`src/rtl/gx4000_joy_conditioner.sv`:
```
// Joystick front-end for the GX4000 I/O block: synchronise, debounce, SOCD-clean,
// autofire and player swap of the two raw joystick buses.
module gx4000_joy_conditioner #(
  parameter logic [15:0] DEBOUNCE_CYCLES = 16'd1000,
  parameter logic [19:0] AUTOFIRE_DIV    = 20'd400000
) (
  input  logic       clk_sys,
  input  logic       reset,
  input  logic [6:0] joy1_raw,
  input  logic [6:0] joy2_raw,
  input  logic       joy_swap,
  input  logic [1:0] autofire_en,
  output logic [6:0] joy1,
  output logic [6:0] joy2,
  output logic       changed
);

  logic [13:0] sync_a;
  logic [13:0] sync_b;
  logic [13:0] stable;
  logic [19:0] af_cnt;
  logic        af_phase;
  logic        af_active;
  logic        swap_q;
  logic [6:0]  p1;
  logic [6:0]  p2;
  logic [6:0]  next1;
  logic [6:0]  next2;

  // Opposing directions pressed together cancel to neutral; fire bits pass through.
  function automatic logic [6:0] socd(input logic [6:0] b);
    logic [6:0] r;
    r = b;
    if (b[0] && b[1]) r[1:0] = 2'b00;
    if (b[2] && b[3]) r[3:2] = 2'b00;
    return r;
  endfunction

  always_ff @(posedge clk_sys or posedge reset) begin
    if (reset) begin
      sync_a <= '0;
      sync_b <= '0;
    end else begin
      sync_a <= {joy2_raw, joy1_raw};
      sync_b <= sync_a;
    end
  end

  for (genvar i = 0; i < 14; i++) begin : g_debounce
    logic [15:0] cnt;

    always_ff @(posedge clk_sys or posedge reset) begin
      if (reset) begin
        cnt       <= '0;
        stable[i] <= 1'b0;
      end else if (sync_b[i] == stable[i]) begin
        cnt <= '0;
      end else if (cnt == DEBOUNCE_CYCLES - 16'd1) begin
        cnt       <= '0;
        stable[i] <= sync_b[i];
      end else begin
        cnt <= cnt + 16'd1;
      end
    end
  end

  assign af_active = (autofire_en[0] & stable[4]) | (autofire_en[1] & stable[11]);

  // Idle state keeps phase high so a fresh press fires on its very first output cycle.
  always_ff @(posedge clk_sys or posedge reset) begin
    if (reset) begin
      af_cnt   <= '0;
      af_phase <= 1'b1;
    end else if (!af_active) begin
      af_cnt   <= '0;
      af_phase <= 1'b1;
    end else if (af_cnt == AUTOFIRE_DIV - 20'd1) begin
      af_cnt   <= '0;
      af_phase <= ~af_phase;
    end else begin
      af_cnt <= af_cnt + 20'd1;
    end
  end

  always_ff @(posedge clk_sys or posedge reset) begin
    if (reset) swap_q <= 1'b0;
    else       swap_q <= joy_swap;
  end

  always_comb begin
    p1    = socd(stable[6:0]);
    p2    = socd(stable[13:7]);
    p1[4] = stable[4]  & (~autofire_en[0] | af_phase);
    p2[4] = stable[11] & (~autofire_en[1] | af_phase);
    next1 = swap_q ? p2 : p1;
    next2 = swap_q ? p1 : p2;
  end

  always_ff @(posedge clk_sys or posedge reset) begin
    if (reset) begin
      joy1    <= '0;
      joy2    <= '0;
      changed <= 1'b0;
    end else begin
      joy1    <= next1;
      joy2    <= next2;
      changed <= ({next1, next2} != {joy1, joy2});
    end
  end

endmodule
```
`config.mk`:
```
export PLATFORM = sky130hd
export DESIGN_NAME = gx4000_joy_conditioner
export DESIGN_NICKNAME = d
export VERILOG_FILES = /design/src/rtl/gx4000_joy_conditioner.sv
export SDC_FILE = /design/constraint.sdc
export NUM_CORES = 1
export LEC_CHECK = 0
export BUFFER_PORTS_ARGS = -buffer_cell sky130_fd_sc_hd__buf_2
export CORE_UTILIZATION = 35
export CTS_CLUSTER_DIAMETER = 120
export DETAILED_ROUTE_END_ITERATION = 10
export GPL_ROUTABILITY_DRIVEN = 0
export GPL_TIMING_DRIVEN = 0
export PLACE_DENSITY = 0.49
export SYNTH_ARGS = -nofsm -noshare
export SYNTH_HDL_FRONTEND = slang
export SYNTH_SLANG_ARGS = --single-unit
export TNS_END_PERCENT = 10
```
`constraint.sdc`:
```
create_clock -name clk_sys -period 11.6 [get_ports clk_sys]
set_input_delay 0.58 -clock clk_sys [delete_from_list [all_inputs] [get_ports clk_sys]]
set_output_delay 0.58 -clock clk_sys [all_outputs]
set_load 0.05 [all_outputs]
```
**Word-level counts from Yosys, hierarchy flattened**

Cells that the tools add are included.

- Register bits after elaboration: 303
- Input bits: 19
- Output and inout bits: 15

- $add $sub $neg: 15
- Eq/ne operators: 31
- Multiplexer cells: 38
- Bitwise logic cells: 24
- Reductions and logical operators: 18

Operator list:

| operator | number |
|---|---|
| 16-bit 2-to-1 mux | 28 |
| 16-bit by 1-bit adder with 16-bit output (second input constant) | 14 |
| 16-bit by 10-bit == test with 1-bit output (second input constant) | 14 |
| 20-bit 2-to-1 mux | 2 |
| 2-bit AND reduction | 14 |
| 20-bit by 1-bit adder with 20-bit output (second input constant) | 1 |
| 20-bit by 19-bit == test with 1-bit output (second input constant) | 1 |
| 1-bit inverter | 17 |
| 1-bit == test | 14 |
| 7-bit 2-to-1 mux | 2 |
| 14-bit != test | 1 |
| 2-bit 2-to-1 mux | 4 |
| 1-bit bitwise AND | 4 |
| 1-bit logical AND | 4 |
| 1-bit bitwise OR | 3 |
| 1-bit 2-to-1 mux | 2 |
| 2-bit by 1-bit != test with 1-bit output (second input constant) | 1 |

**Depth between registers and ports, before layout**

- Depth after elaboration: 5
- Depth in mapped cells: 9
- Depth with buffers taken out: 6

**Worst setup path before layout**

No wires, ideal clock.

- Kind: reg-to-reg
- Start point: reg af_cnt[0]
- End point: reg af_cnt[11]
- Arrival time: 1.848 ns
- Required time: 11.529 ns
- Path slack: 9.681 ns
- Stages on the path, launching flop included: 10
- Buffers on the path: 3
- Cells stage by stage: dfrtp_1 ha_1 and3_1 and4_1 clkbuf_1 and3_1 or2_1 buf_6 buf_12 nor2_1

- Cells in the longest elaborated chain, start to end: 3

Ends and longest elaborated chain:

| element | line | text |
|---|---|---|
| from (decl) | 21 | `logic [19:0] af_cnt;` |
| from (signal assigned) | 81 | `af_cnt <= af_cnt + 20'd1;` |
| 20-bit by 1-bit adder with 20-bit output or 20-bit by 19-bit == test with 1-bit output (tied branches) | 81, 77 |  |
| 20-bit 2-to-1 mux (*) | 77 | `end else if (af_cnt == AUTOFIRE_DIV - 20'd1) begin` |
| 20-bit 2-to-1 mux (*) | 74 | `end else if (!af_active) begin` |

Every way passes the cells marked *; elsewhere a longest branch is shown, timed or not.
A chain may end at the register's enable or synchronous reset.

**Final worst setup path**

- Start point: reg swap_q
- End point: reg changed

- Cells in the longest elaborated chain, start to end: 2

Ends and longest elaborated chain:

| element | line | text |
|---|---|---|
| from (decl) | 24 | `logic swap_q;` |
| from (signal assigned) | 87 | `else swap_q <= joy_swap;` |
| 7-bit 2-to-1 mux, on equally long branches | 96, 95 |  |
| 14-bit != test (*) | 107 | `changed <= ({next1, next2} != {joy1, joy2});` |
| to (signal assigned) | 107 |  |
| to (decl) | 15 | `output logic changed` |

Marked as above.

==> out/metrics.csv <==
stage,metric,value,unit
floorplan,core_area,39000,sq um
logic_synthesis,netlist_area,13900,sq um
place,io_buffers,33,
outcome,run_status,"finished, final reports clean",
sta,relSlewSlack,50.3,%
logic_synthesis,yosys.area.top_type,dfrtp_1,
clocking,clk_pin_slew,0.06,ns
clocking,clkLatencyLatePin,0.53,ns
clocking,post-cts-setup-buffers,0,
drt,via_count,9513,
clocking,root_buffer,clkbuf_16,
floorplan,start_util,35.8,%
place,dpl-instance-area,14900,sq um
place,dp_slack,9.28,ns
grt,grt_max_degree,95,
finish,drive_gt1_share,8.59,%
worst_hold_path,min_path_type,input port to asynchronous set/reset pin,
drt,vias_per_cell,4.76,
logic_synthesis,async_flop_share,100,%
floorplan,rows,72,
grt,grt_first_pass_wirelength,47500,um
pwr,powerDensity,148,nW/um^2
place,dpl.hpwl,17700,um
floorplan,ioPinCount,34,
logic_synthesis,yosys-top-cells-area,"dfrtp_1 54%, xnor2_1 8.9%, nor2_1 7.8%",
sta,final_max_slew_viol_count,0,
logic_synthesis,synth_nets,1409,
sta,tightest_slew,0.738,ns
finish,insertedDiodeCount,0,
logic_synthesis,synth_cell_type_count,49,
sta,fin_setup_tns,0,ns
pwr,leakagePower,6.95,nW
grt,track_usage,14.1,%
finish,nets,1484,
floorplan,die_area,40700,sq um
critical_path,worstSetupStartpointType,flop,
sta,min_period_over_period,18.4,%
clocking,post_cts_resized,0,
grt,grt_overflow,0,
drt,wirelength,27000,um
logic_synthesis,syn_inst,1375,
logic_synthesis,ys_ff_latch,303,
sta,period_minus_slack,2.13,ns
finish,synthToLayoutAreaGrowth,15.9,%
floorplan,die_y,202,um
run,drv_cap,0,
sta,hold_violations,0,
clocking,cts_max_level,2,
logic_synthesis,synth-edff-count,0,
drt,drc,0,
logic_synthesis,seq_area_frac_synth,54.4,%
logic_synthesis,synth_ff_type,dfrtp_1,
sta,setup_ws,9.47,ns
drt,post_drt_wl_per_cell,13.5,um
critical_path,crit_type,flop to flop,
clocking,cts_buffer_depth,3,
clocking,numCtsBuffers,37,
logic_synthesis,syn_area_per_cell,10.1,sq um
logic_synthesis,yosysWarnings,0,
critical_path,cp.required,11.98,ns
clocking,holdBufCountCts,0,
sta,max_freq,468,MHz
grt,antenna_found_initial,0,
clocking,cts_tree,done,
logic_synthesis,synth_common_cells,"302 x dfrtp_1, 288 x nor2_1, 141 x xnor2_1",
critical_path,cp_max_fo,10,
clocking,cts.sinks,303,
finish,fin_area,16200,sq um
critical_path,end_kind,flop,
logic_synthesis,netlist.area_leader.share,54.2,%
floorplan,die_w,202,um
grt,grt_pass1_vias,9425,
pwr,irDropWorstVdd,0.0753,mV
sta,clock_skew,0.0160,ns
drt,drt_pass1_iterations,4,
critical_path,critPathArrivalTime,2.52,ns
sta,rsz0062_at_grt,no,
drt,first_iter_violations,452,
logic_synthesis,yosysMostFrequentCell,dfrtp_1,
sta,setup_viol,0,
drt,drtAntennaViolNets,0,
-- placed cells by master, fill, tap and decap left out, types with 37 or more instances in the layout --
master,count
dfrtp_1,302
and3_1,37
nor3_1,67
nor2_1,288
clkbuf_16,39
inv_1,42
nand2_1,83
nand4_1,48
nand3_1,93
xnor2_1,141
xor2_1,94
-- power breakdown --
part	switching [W]	internal [W]	leakage [nW]	total, W
Combinational	0.0000491	0.0000226	2.18	0.0000717
Clock	0.000448	0.000778	0.650	0.00123
Sequential	0.0000175	0.00107	4.13	0.00109
-- stage by stage --
step	total power [W]	utilization (%)	instances	hold slack (ns)
2_1_floorplan	0.00116	-	1375	0.331
3_3_place_gp	0.00118	37.8	1926	0.335
3_5_place_dp	0.00119	38.1	1929	0.336
4_1_cts	0.00245	41.4	1997	0.0409
5_1_grt	0.00250	41.4	1997	0.0636
6_report	0.00239	41.4	1997	0.0498
-- registers in the layout (all words and copies together) (netlist names) --
register        cells
sync_a             14
g_debounce.cnt    224
joy1                7
swap_q              1
p2                  2
changed             1
joy2                7
stable             10
af_cnt             20
af_phase            1
p1                  2
sync_b             14
-- routing by layer --
layer  routed length, um  GRT usage (%)  vias to the layer above  part of all wire, %
met3                1140           3.60                       50                  4.2
met1               13600           20.3                     4591                   50
li1                    -              -                     4785                    -
met5                   0              0                        -                    0
met4                 588           4.36                        0                  2.2
met2               11700           20.7                       87                   43
-- logic make-up (layout without fill, tap and decap cells) --
| logic type | after synthesis | in the layout | synth area share [%] |
|---|---|---|---|
| multiplexers | 25 | 25 | 1.98 |
| buffers and inverters | 69 | 173 | 2.05 |
| flip-flops | 303 | 303 | 54.4 |
| AO/OA/AOI/OAI | 28 | 28 | 1.36 |
| adder cells (fa/ha/maj) | 15 | 15 | 1.35 |
| XOR/XNOR | 235 | 235 | 14.8 |
| AND/OR/NAND/NOR | 700 | 700 | 24.1 |
-- final timing paths --
check / from / endpoint / slack, ns / cells past startpoint
min: reset / sync_a[10] / 0.05 / 2
max reg2reg: swap_q / changed / 9.47 / 6
min reg2reg: sync_a[11] / sync_b[11] / 0.35 / 0
max in group asynchronous: reset / g_debounce[0].cnt[7] / 10.01 / 5
min in group clk_sys: joy2_raw[1] / sync_a[8] / 0.15 / 1
max: swap_q / changed / 9.47 / 6
-- final cells by class --
cell class | count | area, sq um
Inverter | 44 | 173
Fill cell | 3777 | 22800
Clock inverter | 13 | 198
Sequential cell | 303 | 7580
Multi-Input combinational cell | 1003 | 6080
Tap cell | 518 | 648
Buffer | 25 | 120
Timing Repair Buffer | 36 | 248
Clock buffer | 55 | 1120
-- critical path: stages (launching register included) --
cell and delay, ns:
dfrtp_1 0.41, clkbuf_1 0.34, buf_2 0.33, buf_1 0.42
o21ai_0 0.19, a32oi_1 0.18, nand4_1 0.11
No activity file was read; power rests on OpenSTA's default activity.
